### config.mk
export PLATFORM = sky130hd
export DESIGN_NAME = arith_ext_bist_flat
export DESIGN_NICKNAME = d
export VERILOG_FILES = /design/src/rtl/arith_ext_bist_pkg.sv /design/src/rtl/arith_ext_bist_if.sv /design/src/rtl/arith_ext_bist_cmp.sv /design/src/rtl/arith_ext_bist.sv /design/src/flat_wrapper.sv
export SDC_FILE = /design/constraint.sdc
export NUM_CORES = 1
export LEC_CHECK = 0
export ABC_AREA = 0
export CAP_MARGIN = 20
export CORE_ASPECT_RATIO = 0.5
export CORE_MARGIN = 1
export CORE_UTILIZATION = 45
export DETAILED_ROUTE_END_ITERATION = 12
export MAX_ROUTING_LAYER = met4
export PLACE_DENSITY = 0.83
export SLEW_MARGIN = 20
export SYNTH_ARGS = -nofsm -noshare
export SYNTH_HDL_FRONTEND = slang
export SYNTH_SLANG_ARGS = --single-unit
### constraint.sdc
create_clock -name clk -period 2.01 [get_ports clk]
set_input_delay 0.3015 -clock clk [delete_from_list [all_inputs] [get_ports clk]]
set_output_delay 0.3015 -clock clk [all_outputs]
set_load 0.01 [all_outputs]
### src/rtl/arith_ext_bist_pkg.sv
// arith_ext_bist_pkg: shared state type and constants for the extender self-test
package arith_ext_bist_pkg;
  typedef enum logic [1:0] {IDLE, RUN, DONE} bist_state_t;
  localparam int NUM_VEC = 16;
  localparam logic [15:0] EXT_GOLDEN = 16'hD800;
endpackage

### src/rtl/arith_ext_bist_if.sv
// arith_ext_bist_if: control, result and extender stimulus/response bundle
interface arith_ext_bist_if;
  logic start, abort, yi;
  logic M, S1, S0, bi;
  logic busy, done, pass;
  logic [4:0] err_count;
  logic [3:0] first_fail;
  logic [15:0] resp_vec;
  modport slave (input start, abort, yi,
                 output M, S1, S0, bi, busy, done, pass, err_count, first_fail, resp_vec);
  modport master (output start, abort, yi,
                  input M, S1, S0, bi, busy, done, pass, err_count, first_fail, resp_vec);
endinterface

### src/rtl/arith_ext_bist_cmp.sv
// arith_ext_bist_cmp: captures sampled yi and tallies mismatches against the golden table
module arith_ext_bist_cmp
  import arith_ext_bist_pkg::*;
#(
  parameter logic [15:0] EXPECT = EXT_GOLDEN
) (
  input  logic        clk,
  input  logic        rst_n,
  input  logic        clr,
  input  logic        we,
  input  logic [3:0]  idx,
  input  logic        yi,
  output logic        miss,
  output logic [15:0] resp_vec,
  output logic [4:0]  err_count,
  output logic [3:0]  first_fail
);
  assign miss = yi != EXPECT[idx];
  always_ff @(posedge clk or negedge rst_n) begin
    if (!rst_n) begin
      resp_vec   <= '0;
      err_count  <= '0;
      first_fail <= '0;
    end else if (clr) begin
      resp_vec   <= '0;
      err_count  <= '0;
      first_fail <= '0;
    end else if (we) begin
      resp_vec[idx] <= yi;
      if (miss) begin
        err_count <= err_count + 5'd1;
        if (err_count == 5'd0) first_fail <= idx;
      end
    end
  end
endmodule

### src/rtl/arith_ext_bist.sv
// arith_ext_bist: sweeps all 16 {M,S1,S0,bi} vectors through the extender,
// holding each for SETTLE cycles and checking the sampled yi.
module arith_ext_bist
  import arith_ext_bist_pkg::*;
#(
  parameter int          SETTLE = 4,
  parameter logic [15:0] EXPECT = EXT_GOLDEN
) (
  input logic clk,
  input logic rst_n,
  arith_ext_bist_if.slave bus
);
  bist_state_t state, nxt;
  logic [3:0] idx;
  logic [7:0] cnt;
  logic clr, we, sample, last_idx, miss, pass;
  assign sample   = cnt == 8'(SETTLE - 1);
  assign last_idx = idx == 4'(NUM_VEC - 1);
  always_ff @(posedge clk or negedge rst_n)
    if (!rst_n) state <= IDLE;
    else state <= nxt;
  always_comb begin
    nxt = state;
    clr = 1'b0;
    we  = 1'b0;
    case (state)
      IDLE: if (bus.start && !bus.abort) begin
        nxt = RUN;
        clr = 1'b1;
      end
      RUN: if (bus.abort) nxt = IDLE;
        else if (sample) begin
          we  = 1'b1;
          nxt = last_idx ? DONE : RUN;
        end
      default: nxt = IDLE;
    endcase
  end
  // pass folds in the final sample's miss so it is valid in the DONE cycle
  always_ff @(posedge clk or negedge rst_n) begin
    if (!rst_n) begin
      idx  <= '0;
      cnt  <= '0;
      pass <= 1'b0;
    end else if (clr) begin
      idx  <= '0;
      cnt  <= '0;
      pass <= 1'b0;
    end else if (state == RUN) begin
      cnt <= sample ? 8'd0 : cnt + 8'd1;
      if (we && !last_idx) idx <= idx + 4'd1;
      if (we && last_idx) pass <= (bus.err_count == 5'd0) && !miss;
    end
  end
  arith_ext_bist_cmp #(.EXPECT(EXPECT)) u_cmp (
    .clk(clk), .rst_n(rst_n), .clr(clr), .we(we), .idx(idx), .yi(bus.yi),
    .miss(miss), .resp_vec(bus.resp_vec), .err_count(bus.err_count),
    .first_fail(bus.first_fail)
  );
  assign {bus.M, bus.S1, bus.S0, bus.bi} = state == RUN ? idx : 4'd0;
  assign bus.busy = state != IDLE;
  assign bus.done = state == DONE;
  assign bus.pass = pass;
endmodule

### src/flat_wrapper.sv
// flat-port wrapper written by rule: the top's interface ports become plain ports
module arith_ext_bist_flat import arith_ext_bist_pkg::*;
#(
  parameter int          SETTLE = 4,
  parameter logic [15:0] EXPECT = EXT_GOLDEN
)
  (clk, rst_n, bus_start, bus_abort, bus_yi, bus_M, bus_S1, bus_S0, bus_bi, bus_busy, bus_done, bus_pass, bus_err_count, bus_first_fail, bus_resp_vec);
  arith_ext_bist_if bus_i ();
  input logic clk;
  input logic rst_n;
  input wire logic [$bits(bus_i.start)-1:0] bus_start;
  input wire logic [$bits(bus_i.abort)-1:0] bus_abort;
  input wire logic [$bits(bus_i.yi)-1:0] bus_yi;
  output wire logic [$bits(bus_i.M)-1:0] bus_M;
  output wire logic [$bits(bus_i.S1)-1:0] bus_S1;
  output wire logic [$bits(bus_i.S0)-1:0] bus_S0;
  output wire logic [$bits(bus_i.bi)-1:0] bus_bi;
  output wire logic [$bits(bus_i.busy)-1:0] bus_busy;
  output wire logic [$bits(bus_i.done)-1:0] bus_done;
  output wire logic [$bits(bus_i.pass)-1:0] bus_pass;
  output wire logic [$bits(bus_i.err_count)-1:0] bus_err_count;
  output wire logic [$bits(bus_i.first_fail)-1:0] bus_first_fail;
  output wire logic [$bits(bus_i.resp_vec)-1:0] bus_resp_vec;
  assign bus_i.start = bus_start;
  assign bus_i.abort = bus_abort;
  assign bus_i.yi = bus_yi;
  assign bus_M = bus_i.M;
  assign bus_S1 = bus_i.S1;
  assign bus_S0 = bus_i.S0;
  assign bus_bi = bus_i.bi;
  assign bus_busy = bus_i.busy;
  assign bus_done = bus_i.done;
  assign bus_pass = bus_i.pass;
  assign bus_err_count = bus_i.err_count;
  assign bus_first_fail = bus_i.first_fail;
  assign bus_resp_vec = bus_i.resp_vec;
  arith_ext_bist #(.SETTLE(SETTLE), .EXPECT(EXPECT)) u_core (.clk(clk), .rst_n(rst_n), .bus(bus_i));
endmodule
==> reports/qor.yml, run 1 <==
power_frac_comb_pct: 19.3
dp_hpwl_um: 3840
crit_arrival_ps: 1700
synth_edf_count: 0
p_clk_share_pct: 37.4
ys_seq_area_share_pct: 46.1
cts_root_buf: "clkbuf_8"
ant_nets: 0
timing.rr.end: "u_core.bus.pass"
grt_pass1_wl_um: 8980
drive_above_1_share_pct: 19.2
ios: 37
ir_drop_v: 0.000383
most-common-layout-cells: "nand2_1, dfrtp_1, clkdlybuf4s50_1"
syn-instance-count: 225
regToRegStartpoint: "u_core.cnt[5]"
nNetsFinal: 303
layout_commonest_cell: "nand2_1"
slew_violations: 0
synthArstFlopShare_pct: 100
clock_path_buffers: 2
cts_num_sinks: 40
yosys_warnings: 0
critical_path_class: "reg -> out"
clk_latency_ps: 300
power_mw: 2.08
areaGrowthSynthToFinish_pct: 39.7
track_usage_pct: 23.5
cts_buffers: 5
yosysTopAreaCell: "dfrtp_1"
synth_top_area_share_pct: 46.1
drt_iter0_drc: 105
crit_chain: "nand2b_2, nor2_1, clkdlybuf4s50_1"
hold_buffers: 0
place_congestion: 0.831
leakagePower_nw: 1.39
die_h_um: 51.1
critPathLaunchType: "register"
min_period_ps: 2000
fin_hold_ws_ps: 10.2
worst_slew_pin_slew_ps: 629
core_um2: 4510
post-route-period-util_pct: 99.4
p_int_mw: 1.54
remaining_drc_errors: 0
wl_per_cell_um: 15.4
ys_types: 42
clk_pin_slew_ps: 80
overflow: 0
syn-num-nets: 237
slowest_stage: "clkdlybuf4s50_1"
switching_share_pct: 25.9
num_vias: 1928
fin_worst_skew_ps: 7.98
fmax_mhz: 500
syn_avg_cell_area_um2: 9.65
rsz0062_at_grt: "yes"
antenna_found_initial: 0
initial_core_util_pct: 48.1
fp.dieW_um: 100
htreeDepth: 2
fp.dieArea_um2: 5120
antenna_cells: 0
synth_area_um2: 2170
setup-tns-final_ps: 0
reg2regPathDepth: 4
end_kind: "output pin"
rrSetupSlack_ps: 80
drv_cap: 0
synth_ff_type: "dfrtp_1"
worstPathRequired_ps: 1710
grt_max_degree: 28
hold_viol_final: 0
io_buffers: 36
setup_violations: 0
synth_area_leaders: "dfrtp_1, mux2i_1, nand2_1"
drt_pre_antenna_iters: 4
cp_num_buf_inv: 1
p_sw_mw: 0.537
crit_family: "buffers and inverters"
tritoncts: "built"
seq_power_share_pct: 43.3
status: "completed"
hold_class: "in -> async"
slowest_delay_ps: 550
slew_headroom_pct: 58.1
synth-seq-cells: 40
finalWirelength_um: 5490
avgViaCountPerCell: 5.40
power.density_nw_per_um2: 685
rows: 17
path_max_fanout: 9
grt_pass1_vias: 1895
## area by class of cell
type,instances,area (um^2)
Timing Repair Buffer,70,671
Fill cell,348,1480
Clock inverter,2,60.1
Multi-Input combinational cell,168,1120
Sequential cell,40,1000
Inverter,6,22.5
Tap cell,66,82.6
Clock buffer,5,68.8
## per-layer routing
metal | vias to the layer above | global-route usage, % | part of all wire [%]
met4 | 0 | 6.76 | 0.58
met3 | 4 | 4.38 | 5.5
met5 | - | - | 0
met2 | 53 | 38.1 | 47
li1 | 923 | - | -
met1 | 948 | 30.4 | 47
## power groups by stage
stage / sequential (mW) / clock [mW] / combinational, mW
after detailed placement: 0.905 / 0 / 0.338
final: 0.899 / 0.777 / 0.401
after floorplan: 0.898 / 0 / 0.166
after CTS: 0.897 / 0.778 / 0.367
after global placement: 0.900 / 0 / 0.315
after global routing: 0.904 / 0.814 / 0.434
## per-stage QoR
stage               cells  worst slack, ps  utilization [%]  area [um^2]
floorplan             225             21.9                -         2170
global placement      343            -52.9             61.9         2790
detailed placement    343            -79.0             61.9         2790
CTS                   351             1.33             65.3         2940
global route          357            -37.5             67.3         3030
finish                357             11.6             67.3         3030
## flip-flops by register name, summed over array words and instances, names as in the netlist
signal / count
u_core.bus.pass: 1
u_core.cnt: 8
u_core.idx: 4
u_core.state: 2
u_core.u_cmp.err_count: 5
u_core.u_cmp.first_fail: 4
u_core.u_cmp.resp_vec: 16
## kinds of logic (layout without fill, tap and decap cells)
| group | Yosys count | in the layout | share of synthesized area, % |
|---|---|---|---|
| mux | 25 | 25 | 11.5 |
| compound gates | 25 | 25 | 7.38 |
| fa+ha+maj | 7 | 7 | 4.03 |
| simple gates | 108 | 108 | 26.6 |
| flops | 40 | 40 | 46.1 |
| xor+xnor | 3 | 3 | 1.21 |
| buf+inv | 17 | 83 | 3.17 |
## Yosys cell counts, types with 2 or more instances
cell	count
nor3_1	4
nand2b_1	3
o21ai_0	2
o21a_1	2
nor2_1	11
nor2b_1	3
clkbuf_1	9
a211oi_1	2
ha_1	7
nand2_1	42
mux2i_1	25
nand3_1	20
or3_1	2
dfrtp_1	40
nand4_1	7
and3_1	2
a21oi_1	6
o21ai_1	6
xnor2_1	2
inv_1	6
nor4b_1	2
or4_4	2
## repair_timing
item,in CTS,in global routing
pin swaps,1,4
gates cloned,0,2
endpoints found under the setup margin,7,14
setup buffers,1,4
gates resized for setup,5,2
## worst max-delay path by stage
stage / slack, ps / depth (start not counted) / startpoint / to
2_1_floorplan: 20 / 5 / u_core.cnt[0] / u_core.bus.pass
3_3_place_gp: -50 / 5 / bus_abort / u_core.bus.pass
3_5_place_dp: -80 / 5 / bus_abort / u_core.bus.pass
4_1_cts: 1 / 5 / u_core.cnt[1] / u_core.bus.pass
5_1_grt: -40 / 3 / u_core.state[0] / bus_S1
6_report: 10 / 3 / u_core.state[1] / bus_S0
(Power assumes the default switching activity.)
==> run 2: changes to the inputs <==
--- a/config.mk
+++ b/config.mk
@@ -6,7 +6,6 @@
 export NUM_CORES = 1
 export LEC_CHECK = 0
 export ABC_AREA = 0
-export CAP_MARGIN = 20
 export CORE_ASPECT_RATIO = 0.5
 export CORE_MARGIN = 1
 export CORE_UTILIZATION = 45
==> results of run 2 <==
Final layout, timing and power as in run 1 (identical DEF).
